### config.mk
export PLATFORM = sky130hd
export DESIGN_NAME = uart_mmio
export DESIGN_NICKNAME = d
export VERILOG_FILES = /design/src/rtl/uart_mmio.sv
export SDC_FILE = /design/constraint.sdc
export NUM_CORES = 1
export LEC_CHECK = 0
export ABC_AREA = 0
export CORE_MARGIN = 2
export CORE_UTILIZATION = 35
export DETAILED_ROUTE_END_ITERATION = 16
export PLACE_DENSITY_LB_ADDON = 0.05
export SYNTH_ARGS = -nofsm -noshare
export SYNTH_HDL_FRONTEND = slang
export SYNTH_SLANG_ARGS = --single-unit
### constraint.sdc
create_clock -name clk -period 3.2 [get_ports clk]
set_input_delay 0.8 -clock clk [delete_from_list [all_inputs] [get_ports clk]]
set_output_delay 0.8 -clock clk [all_outputs]
set_load 0.02 [all_outputs]
### src/rtl/uart_mmio.sv
// Memory-mapped 8N1 UART: data register at BASE_ADDR, status at BASE_ADDR+2.
// Independent TX and RX state machines; read data is registered one cycle after the address.
module uart_mmio #(
  parameter int                    CLOCK_HZ   = 27_000_000,
  parameter int                    BAUD       = 115200,
  parameter int                    ADDR_WIDTH = 12,
  parameter logic [ADDR_WIDTH-1:0] BASE_ADDR  = 'h082
) (
  input  logic                  clk,
  input  logic                  rst,
  input  logic [ADDR_WIDTH-1:0] mem_addr,
  input  logic                  wr_mem,
  input  logic                  byt,
  input  logic [15:0]           wr_data,
  output logic [15:0]           rd_data,
  output logic                  uart_tx,
  input  logic                  uart_rx,
  output logic                  tx_busy
);

  localparam int BIT_DIV  = CLOCK_HZ / BAUD;
  localparam int HALF_DIV = BIT_DIV / 2;
  localparam int CW       = $clog2(BIT_DIV);
  localparam logic [CW-1:0] DIV_LAST  = CW'(BIT_DIV - 1);
  localparam logic [CW-1:0] HALF_LAST = CW'(HALF_DIV - 1);
  localparam logic [ADDR_WIDTH-1:0] STS_ADDR = BASE_ADDR + ADDR_WIDTH'(2);

  // Both register windows are two bytes wide, so decode ignores address bit 0.
  logic hit_dat, hit_sts, rd_dat, rd_sts, wr_dat;
  logic [7:0] wr_byte;

  assign hit_dat = (mem_addr[ADDR_WIDTH-1:1] == BASE_ADDR[ADDR_WIDTH-1:1]);
  assign hit_sts = (mem_addr[ADDR_WIDTH-1:1] == STS_ADDR[ADDR_WIDTH-1:1]);
  assign rd_dat  = ~wr_mem & hit_dat;
  assign rd_sts  = ~wr_mem & hit_sts;
  assign wr_dat  = wr_mem & hit_dat;
  assign wr_byte = mem_addr[0] ? wr_data[15:8] : wr_data[7:0];

  logic [7:0] rx_data;
  logic       rx_valid;

  always_ff @(posedge clk or posedge rst) begin
    if (rst) begin
      rd_data <= 16'h0000;
    end else if (rd_dat) begin
      rd_data <= (byt & mem_addr[0]) ? 16'h00fe : {8'hfe, rx_data};
    end else if (rd_sts) begin
      rd_data <= {14'd0, rx_valid, tx_busy};
    end else begin
      rd_data <= 16'h0000;
    end
  end

  typedef enum logic [1:0] {TX_IDLE, TX_START, TX_DATA, TX_STOP} tx_state_t;
  tx_state_t      tx_state;
  logic [CW-1:0]  tx_cnt;
  logic [2:0]     tx_idx;
  logic [7:0]     tx_shift;

  always_ff @(posedge clk or posedge rst) begin
    if (rst) begin
      tx_state <= TX_IDLE;
      uart_tx  <= 1'b1;
      tx_busy  <= 1'b0;
      tx_cnt   <= '0;
      tx_idx   <= 3'd0;
      tx_shift <= 8'h00;
    end else begin
      case (tx_state)
        TX_IDLE: begin
          if (wr_dat) begin
            tx_shift <= wr_byte;
            tx_state <= TX_START;
            uart_tx  <= 1'b0;
            tx_busy  <= 1'b1;
            tx_cnt   <= '0;
          end
        end
        TX_START: begin
          if (tx_cnt == DIV_LAST) begin
            tx_cnt   <= '0;
            tx_idx   <= 3'd0;
            uart_tx  <= tx_shift[0];
            tx_state <= TX_DATA;
          end else begin
            tx_cnt <= tx_cnt + CW'(1);
          end
        end
        TX_DATA: begin
          if (tx_cnt == DIV_LAST) begin
            tx_cnt <= '0;
            if (tx_idx == 3'd7) begin
              uart_tx  <= 1'b1;
              tx_state <= TX_STOP;
            end else begin
              // Line already carries shift[0]; present the next bit as we shift.
              tx_idx   <= tx_idx + 3'd1;
              tx_shift <= {1'b0, tx_shift[7:1]};
              uart_tx  <= tx_shift[1];
            end
          end else begin
            tx_cnt <= tx_cnt + CW'(1);
          end
        end
        TX_STOP: begin
          if (tx_cnt == DIV_LAST) begin
            tx_cnt   <= '0;
            tx_busy  <= 1'b0;
            tx_state <= TX_IDLE;
          end else begin
            tx_cnt <= tx_cnt + CW'(1);
          end
        end
        default: tx_state <= TX_IDLE;
      endcase
    end
  end

  logic rx_meta, rx_sync, rx_prev;

  always_ff @(posedge clk or posedge rst) begin
    if (rst) begin
      rx_meta <= 1'b1;
      rx_sync <= 1'b1;
      rx_prev <= 1'b1;
    end else begin
      rx_meta <= uart_rx;
      rx_sync <= rx_meta;
      rx_prev <= rx_sync;
    end
  end

  typedef enum logic [2:0] {RX_IDLE, RX_START, RX_DATA, RX_STOP, RX_WAIT_HIGH} rx_state_t;
  rx_state_t      rx_state;
  logic [CW-1:0]  rx_cnt;
  logic [2:0]     rx_idx;
  logic [7:0]     rx_shift;

  always_ff @(posedge clk or posedge rst) begin
    if (rst) begin
      rx_state <= RX_IDLE;
      rx_cnt   <= '0;
      rx_idx   <= 3'd0;
      rx_shift <= 8'h00;
      rx_data  <= 8'h00;
      rx_valid <= 1'b0;
    end else begin
      // A completing byte below overrides this clear in the same cycle.
      if (rd_dat) begin
        rx_valid <= 1'b0;
      end
      case (rx_state)
        RX_IDLE: begin
          if (rx_prev & ~rx_sync) begin
            rx_cnt   <= '0;
            rx_state <= RX_START;
          end
        end
        RX_START: begin
          if (rx_cnt == HALF_LAST) begin
            rx_cnt   <= '0;
            rx_idx   <= 3'd0;
            rx_state <= rx_sync ? RX_IDLE : RX_DATA;
          end else begin
            rx_cnt <= rx_cnt + CW'(1);
          end
        end
        RX_DATA: begin
          if (rx_cnt == DIV_LAST) begin
            rx_cnt   <= '0;
            rx_shift <= {rx_sync, rx_shift[7:1]};
            if (rx_idx == 3'd7) begin
              rx_state <= RX_STOP;
            end else begin
              rx_idx <= rx_idx + 3'd1;
            end
          end else begin
            rx_cnt <= rx_cnt + CW'(1);
          end
        end
        RX_STOP: begin
          if (rx_cnt == DIV_LAST) begin
            rx_cnt <= '0;
            if (rx_sync) begin
              rx_data  <= rx_shift;
              rx_valid <= 1'b1;
              rx_state <= RX_IDLE;
            end else begin
              rx_state <= RX_WAIT_HIGH;
            end
          end else begin
            rx_cnt <= rx_cnt + CW'(1);
          end
        end
        RX_WAIT_HIGH: begin
          if (rx_sync) begin
            rx_state <= RX_IDLE;
          end
        end
        default: rx_state <= RX_IDLE;
      endcase
    end
  end

endmodule
==> impl_results.md, run 1 <==
* Outcome: finished clean
* CTS root buf: clkbuf_8
* Post-CTS sizing at 0
* Endpoints failing hold at 0
* GRT Util Overall at between 10% and 20%
* Num CTS Buffers at 9
* Worst Tran Pin Value at 0.568 ns
* Hold Crit Class: flip-flop to flip-flop
* Final Wtd Congestion at 0.752
* R2R setup slack at about 1.1 ns
* Final setup viols at 0
* Post-DR vias/cell at 4.88
* H-Tree Depth at 3
* Starting density of the core at 35.4%
* Top-count cell post-synth: dfrtp_1
* CTS tree: done
* Die height at 106 um
* Hold buffers post-CTS at 0
* VDD IR-drop max at about 0.00035 V
* Post-synth cell types at between 60 and 70
* Final worst-path cycle share at about three quarters
* First-pass GRT wire length at approximately 12000 um
* I/O Buffers at 49
* Synth warn at 0
* WL/cell at 13.9 um
* DRT antenna net count at 0
* DR vias at approximately 2500
* Area grow syn2layout at 21.6%
* RSZ-0062 raised after global routing: no
* Number of I/O pins at 51
* Ratio of cells with drive above 1 in the final layout at a little under a fifth
* Synth area leader: dfrtp_1
* Syn Inst Count at ~320
* Critical path data required time at 3.47 ns
* Initial DRC count at 80
* Fin. max-slew vios at 0
* Crit path max fanout at 10
* Final Critical Period at ~2.4 ns
* Area share of the largest cell type after synthesis at 43.0%
* Main synth FF type: dfrtp_1
* Pwr per Cell Area at roughly 650 nW/um2
* Global route overflow at 0
* Final net count at ~410
* Vias in the first global route at about 2400
* Final Core Density at a little over two fifths
* Avg Cell Area, Syn at roughly 11 um2
* Initial DRT Pass Iterations at 4
* Post-detailed-routing wire length at 7050 um
* Mapped cell area at around 3600 um2
* Fmax at between 0.4 and 0.5 GHz
* Post-synthesis register bit count at between 60 and 70
* Row count at 37
* Antenna cells at 0
* Setup crit start kind: primary input
* Clock Sinks at 66
* Seq/Total Area, Yosys at between 40% and 50%
* CP peak stage delay at roughly 0.46 ns
* Leakage power at between 1.5 and 2 nW
* Async SR Flop Fraction at between 90% and 100%
* Largest net degree at the start of global routing at between 60 and 70
* Setup CP Type: primary input to flip-flop
* Core Area at between 10000 and 15000 um2
* Critical path cell sequence: clkdlybuf4s50_1 -> nor4b_4 -> a41oi_4 -> buf_4 -> or4_1 -> o21ai_0
* Initial antenna violation count at 0
* Slowest CP cell: or4_1
* Slew HR at about 62%
* Top cells by area, synth: dfrtp_1 (43%), mux2_2 (8.7%), ha_1 (4.9%)
* Syn_nets at 368
* Worst setup EP type: flip-flop
* Final HPWL DP at just under 5000 um
* DRC Markers at 0
* Reg clk slew, reported paths at about 0.07 ns
* Post-CTS Setup Inserts at 0
* Later-pin clock latency in the skew report at ~0.34 ns
* Number of flops mapped to enable cells by yosys at 0
* Final setup TNS at 0 ns
* WP buf/inv at 2
* Overall die width at 106 um
* Max Cap Violations at 0
* Arrival time at the worst endpoint at between 2 and 3 ns
* Skew final at 0.00915 ns
* Top cells by count, synth: dfrtp_1 (62), mux2_2 (28), o21ai_0 (26)
* Max clock buf depth at 2
* Die footprint at 11100 um2
* Delay-heaviest family, CP: simple AND/OR/NAND/NOR gates
through the flow:
step	power, mW	instance area (um2)	setup WS [ns]	hold slack [ns]	cells
3_3_place_gp	2.18	4190	0.435	0.356	492
2_1_floorplan	1.94	3610	0.752	0.345	321
5_1_grt	3.08	4390	0.694	0.375	508
6_report	2.85	4390	0.796	0.374	508
4_1_cts	2.90	4390	0.785	0.369	508
3_5_place_dp	2.19	4190	0.393	0.357	492
report_power, final:
part           internal, mW  total, mW  switching (mW)
Clock                 0.358      0.695           0.338
Sequential            0.982       1.15           0.171
Combinational         0.478       1.00           0.523
placed cells by master, fill, tap and decap left out, drive strengths merged, types with 3 or more instances in the layout:
master,Yosys,routed
ha,14,14
a21o,3,3
nor3,4,4
a21oi,13,13
nand2b,6,6
nand2,24,24
a211oi,4,4
buf,15,4
o21ai,29,29
clkinv,0,5
dfrtp,62,62
inv,13,13
nand3,10,10
mux2,29,29
clkbuf,3,9
nand4,5,5
clkdlybuf4s50,0,49
dfstp,4,4
mux2i,10,10
a22o,6,6
nor2,7,7
nor2b,5,5
and2,5,5
or4,3,3
nor3b,3,3
o21a,6,6
final timing paths:
check,from,to,cells past startpoint
setup reg to reg,tx_cnt[0],tx_shift[5],5
hold reg to reg,rx_meta,rx_sync,0
setup / recovery,mem_addr[10],tx_cnt[7],6
min in group asynchronous,rst,rx_cnt[0],3
max in group asynchronous,rst,rx_prev,3
hold / removal,rx_meta,rx_sync,0
kinds of logic after synthesis:
logic type      count (synthesis)  share of synthesized area [%]
compound gates                 81                           16.5
simple gates                   88                           15.9
xor+xnor                        1                          0.243
fa+ha+maj                      14                           4.86
other cells                     1                          0.104
flops                          66                           45.9
mux                            39                           11.8
buf+inv                        31                           4.61
routing by layer:
layer,up-vias,GRT usage [%],wire [um]
met5,-,0,0
met1,1179,17.5,3370
met4,0,5.36,95
met3,8,4.21,231
li1,1260,-,-
met2,34,22.2,3350
final cells by class:
type,instances,area [um2]
fill,997,5800
timing repair buffer,53,533
tap,136,170
multi-input combinational,224,1780
clock inverter,7,70.1
sequential,66,1660
inverter,13,48.8
clock buffer,9,124
sequential cells by signal, indices dropped and copies added (netlist names), 8 cells and up:
name      flops
rd_data       9
rx_cnt        8
rx_data       8
rx_shift      8
tx_cnt        8
tx_shift      8
Note: power is estimated with default switching activity, not from simulation.
==> run 2, diff against run 1 <==
==> constraint.sdc (replaced) <==
create_clock -name clk -period 2.2 [get_ports clk]
set_input_delay 0.55 -clock clk [delete_from_list [all_inputs] [get_ports clk]]
set_output_delay 0.55 -clock clk [all_outputs]
set_load 0.02 [all_outputs]
==> impl_results.md, run 2 (synthesized netlist as in run 1, its figures left out) <==
* Most flops, register: rd_data (unchanged)
* Net Sw Power at 1.53 mW (was 1.03 mW)
* Largest net degree at the start of global routing at 30 (was 67)
* Fillers at 990 (was 997)
* Ratio of cells with drive above 1 in the final layout at 22.3% (was 18.5%)
* CP peak stage delay at 0.45 ns (was 0.46 ns)
* Post-DR vias/cell at 5.00 (was 4.88)
* Final HPWL DP at 5480 um (was 4960 um)
* Overall die width at 106 um (unchanged)
* M1 WL at 3540 um (was 3370 um)
* CTS root buf: clkbuf_8 (unchanged)
* WL/cell at 14.4 um (was 13.9 um)
* Arrival time at the worst endpoint at 2.37 ns (was 2.67 ns)
* Outcome: finished clean (unchanged)
* Num CTS Buffers at 9 (unchanged)
* Clk pwr share at 22.4% (was 24.4%)
* H-Tree Depth at 3 (unchanged)
* Final Core Density at 44.4% (was 43.1%)
* Pwr per Cell Area at 933 nW/um2 (was 650 nW/um2)
* Hold buffers post-CTS at 0 (unchanged)
* First-pass GRT wire length at 12800 um (was 12100 um)
* Final worst-path cycle share at approximately 96%
* Setup crit start kind: primary input (unchanged)
* Tot Pwr at 4.22 mW (was 2.85 mW)
* Row count at 37 (unchanged)
* Gate power share at 38.7% (was 35.1%)
* Final Wtd Congestion at 0.783 (was 0.752)
* Endpoints failing hold at 0 (unchanged)
* Area grow syn2layout at 25.3% (was 21.6%)
* Final worst slack at 0.0889 ns (was 0.796 ns)
* DR vias at 2628 (was 2481)
* Hold Crit Class: flip-flop to flip-flop (unchanged)
* Post-CTS sizing at 0 (unchanged)
* Worst reg2reg endpoint: rx_data[2] (was tx_shift[5])
* Clock Sinks at 66 (unchanged)
* Core Area at 10200 um2 (unchanged)
* DR top layer: met4 (unchanged)
* Most common cell after layout, fill and taps aside: dfrtp_1 (unchanged)
* GRT Util Overall at 14.7% (was 13.8%)
* Initial DRT Pass Iterations at 4 (unchanged)
* Post-CTS Setup Inserts at 0 (unchanged)
* Fmax at ~0.47 GHz
* R2R setup slack at 0.21 ns (was 1.08 ns)
* Die footprint at 11100 um2 (unchanged)
* Crit path max fanout at 8 (was 10)
* Critical path cell sequence: clkdlybuf4s50_1 -> nor4b_4 -> a41oi_4 -> buf_4 -> or4_1 -> o21ai_0 (unchanged)
* Vias in the first global route at 2588 (was 2430)
* Leakage power at 1.99 nW (was 1.90 nW)
* Final Critical Period at 2.11 ns
* Slowest CP cell: or4_1 (unchanged)
* Hold path start: rx_meta (unchanged)
* Max reg flops at 9 (unchanged)
* Global route overflow at 0 (unchanged)
* Initial DRC count at 44 (was 80)
* DRT antenna net count at 0 (unchanged)
* Final setup viols at 0 (unchanged)
* Met2 routed WL at 3610 um (was 3350 um)
* CTS tree: done (unchanged)
* Max Cap Violations at 0 (unchanged)
* Antenna cells at 0 (unchanged)
* Starting density of the core at 35.4% (unchanged)
* Int Power at 2.69 mW (was 1.82 mW)
* Worst setup EP type: flip-flop (unchanged)
* Skew final at 0.00850 ns (was 0.00915 ns)
* Hold path cells at 0 (unchanged)
* Commonest non-fill, non-tap cells in the layout: dfrtp_1 (62), clkdlybuf4s50_1 (49), mux2_2 (28) (unchanged)
* Setup CP Type: primary input to flip-flop (unchanged)
* Die height at 106 um (unchanged)
* Reg2reg start: rx_cnt[1] (was tx_cnt[0])
* Sw Share at 36.3% (was 36.2%)
* DRC Markers at 0 (unchanged)
* VDD IR-drop max at 0.000436 V (was 0.000352 V)
* Post-detailed-routing wire length at 7550 um (was 7050 um)
* Critical path data required time at 2.46 ns (was 3.47 ns)
* Number of I/O pins at 51 (unchanged)
* Hold path endpoint: rx_sync (unchanged)
* Max clock buf depth at 2 (unchanged)
* Share of power burned in registers at 38.9% (was 40.5%)
* DP Worst Slack at -0.301 ns (was 0.393 ns)
* Final net count at 432 (was 414)
* Reg clk slew, reported paths at 0.07 ns (about the same)
* I/O Buffers at 49 (unchanged)
* Initial antenna violation count at 0 (unchanged)
* Met3 Routed Length at 259 um (was 231 um)
* Later-pin clock latency in the skew report at 0.35 ns (was 0.34 ns)
* Fin. max-slew vios at 0 (unchanged)
* RSZ-0062 raised after global routing: no (unchanged)
* Reg2Reg Depth at 6 (was 5)
-- run 2: worst max path at each step --
stage                      start     endpoint  slack [ns]  cells after the start
CTS                 mem_addr[10]    tx_cnt[7]        0.07                      6
floorplan                    rst   rd_data[0]       0.002                      1
detailed placement  mem_addr[10]  tx_shift[5]       -0.30                      5
finish              mem_addr[11]    tx_cnt[7]        0.09                      6
global placement    mem_addr[10]  tx_shift[4]       -0.28                      5
global route        mem_addr[11]    tx_cnt[7]        0.02                      6
-- run 2: power by group through the flow --
stage                     logic (mW)  registers [mW]  clock network (mW)
final                           1.63            1.64               0.943
after global routing            1.83            1.67                1.05
after CTS                       1.66            1.64               0.984
after detailed placement        1.66            1.66                   0
after global placement          1.64            1.66                   0
after floorplan                 1.21            1.60                   0
-- run 2: cell type report --
| class | count | area, um2 | share of cell area (%) |
|---|---|---|---|
| Multi-Input combinational cell | 224 | 1780 | 39.5 |
| Sequential cell | 66 | 1660 | 36.7 |
| Timing Repair Buffer | 71 | 681 | 15.1 |
| Tap cell | 136 | 170 | 3.77 |
| Clock buffer | 11 | 151 | 3.35 |
| Inverter | 13 | 48.8 | 1.08 |
| Clock inverter | 5 | 28.8 | 0.637 |
-- run 2: routing by layer --
metal	track usage (%)	up-vias
li1	-	1298
met1	19.0	1274
met2	23.1	43
met3	4.21	13
met4	6.30	0
met5	0	-
-- run 2: worst max-delay path, delay by kind of cell --
family	cells	cell delay [ns]
simple gates	2	0.84
compound gates	2	0.33
buf+inv	2	0.65
-- run 2: per-stage QoR --
| step | instances | hold WS (ns) | area (um2) | TNS [ns] |
|---|---|---|---|---|
| 2_1_floorplan | 321 | 0.345 | 3610 | 0 |
| 3_3_place_gp | 510 | 0.348 | 4340 | -4.25 |
| 3_5_place_dp | 510 | 0.347 | 4340 | -4.61 |
| 4_1_cts | 526 | 0.359 | 4520 | 0 |
| 5_1_grt | 526 | 0.371 | 4520 | 0 |
| 6_report | 526 | 0.359 | 4520 | 0 |
==> run 3, diff against run 2 <==
--- a/config.mk
+++ b/config.mk
@@ -13,3 +13,4 @@
 export SYNTH_ARGS = -nofsm -noshare
 export SYNTH_HDL_FRONTEND = slang
 export SYNTH_SLANG_ARGS = --single-unit
+export TNS_END_PERCENT = 10
==> results of run 3 <==
No change in the layout: final DEF, timing and power equal those of run 2.
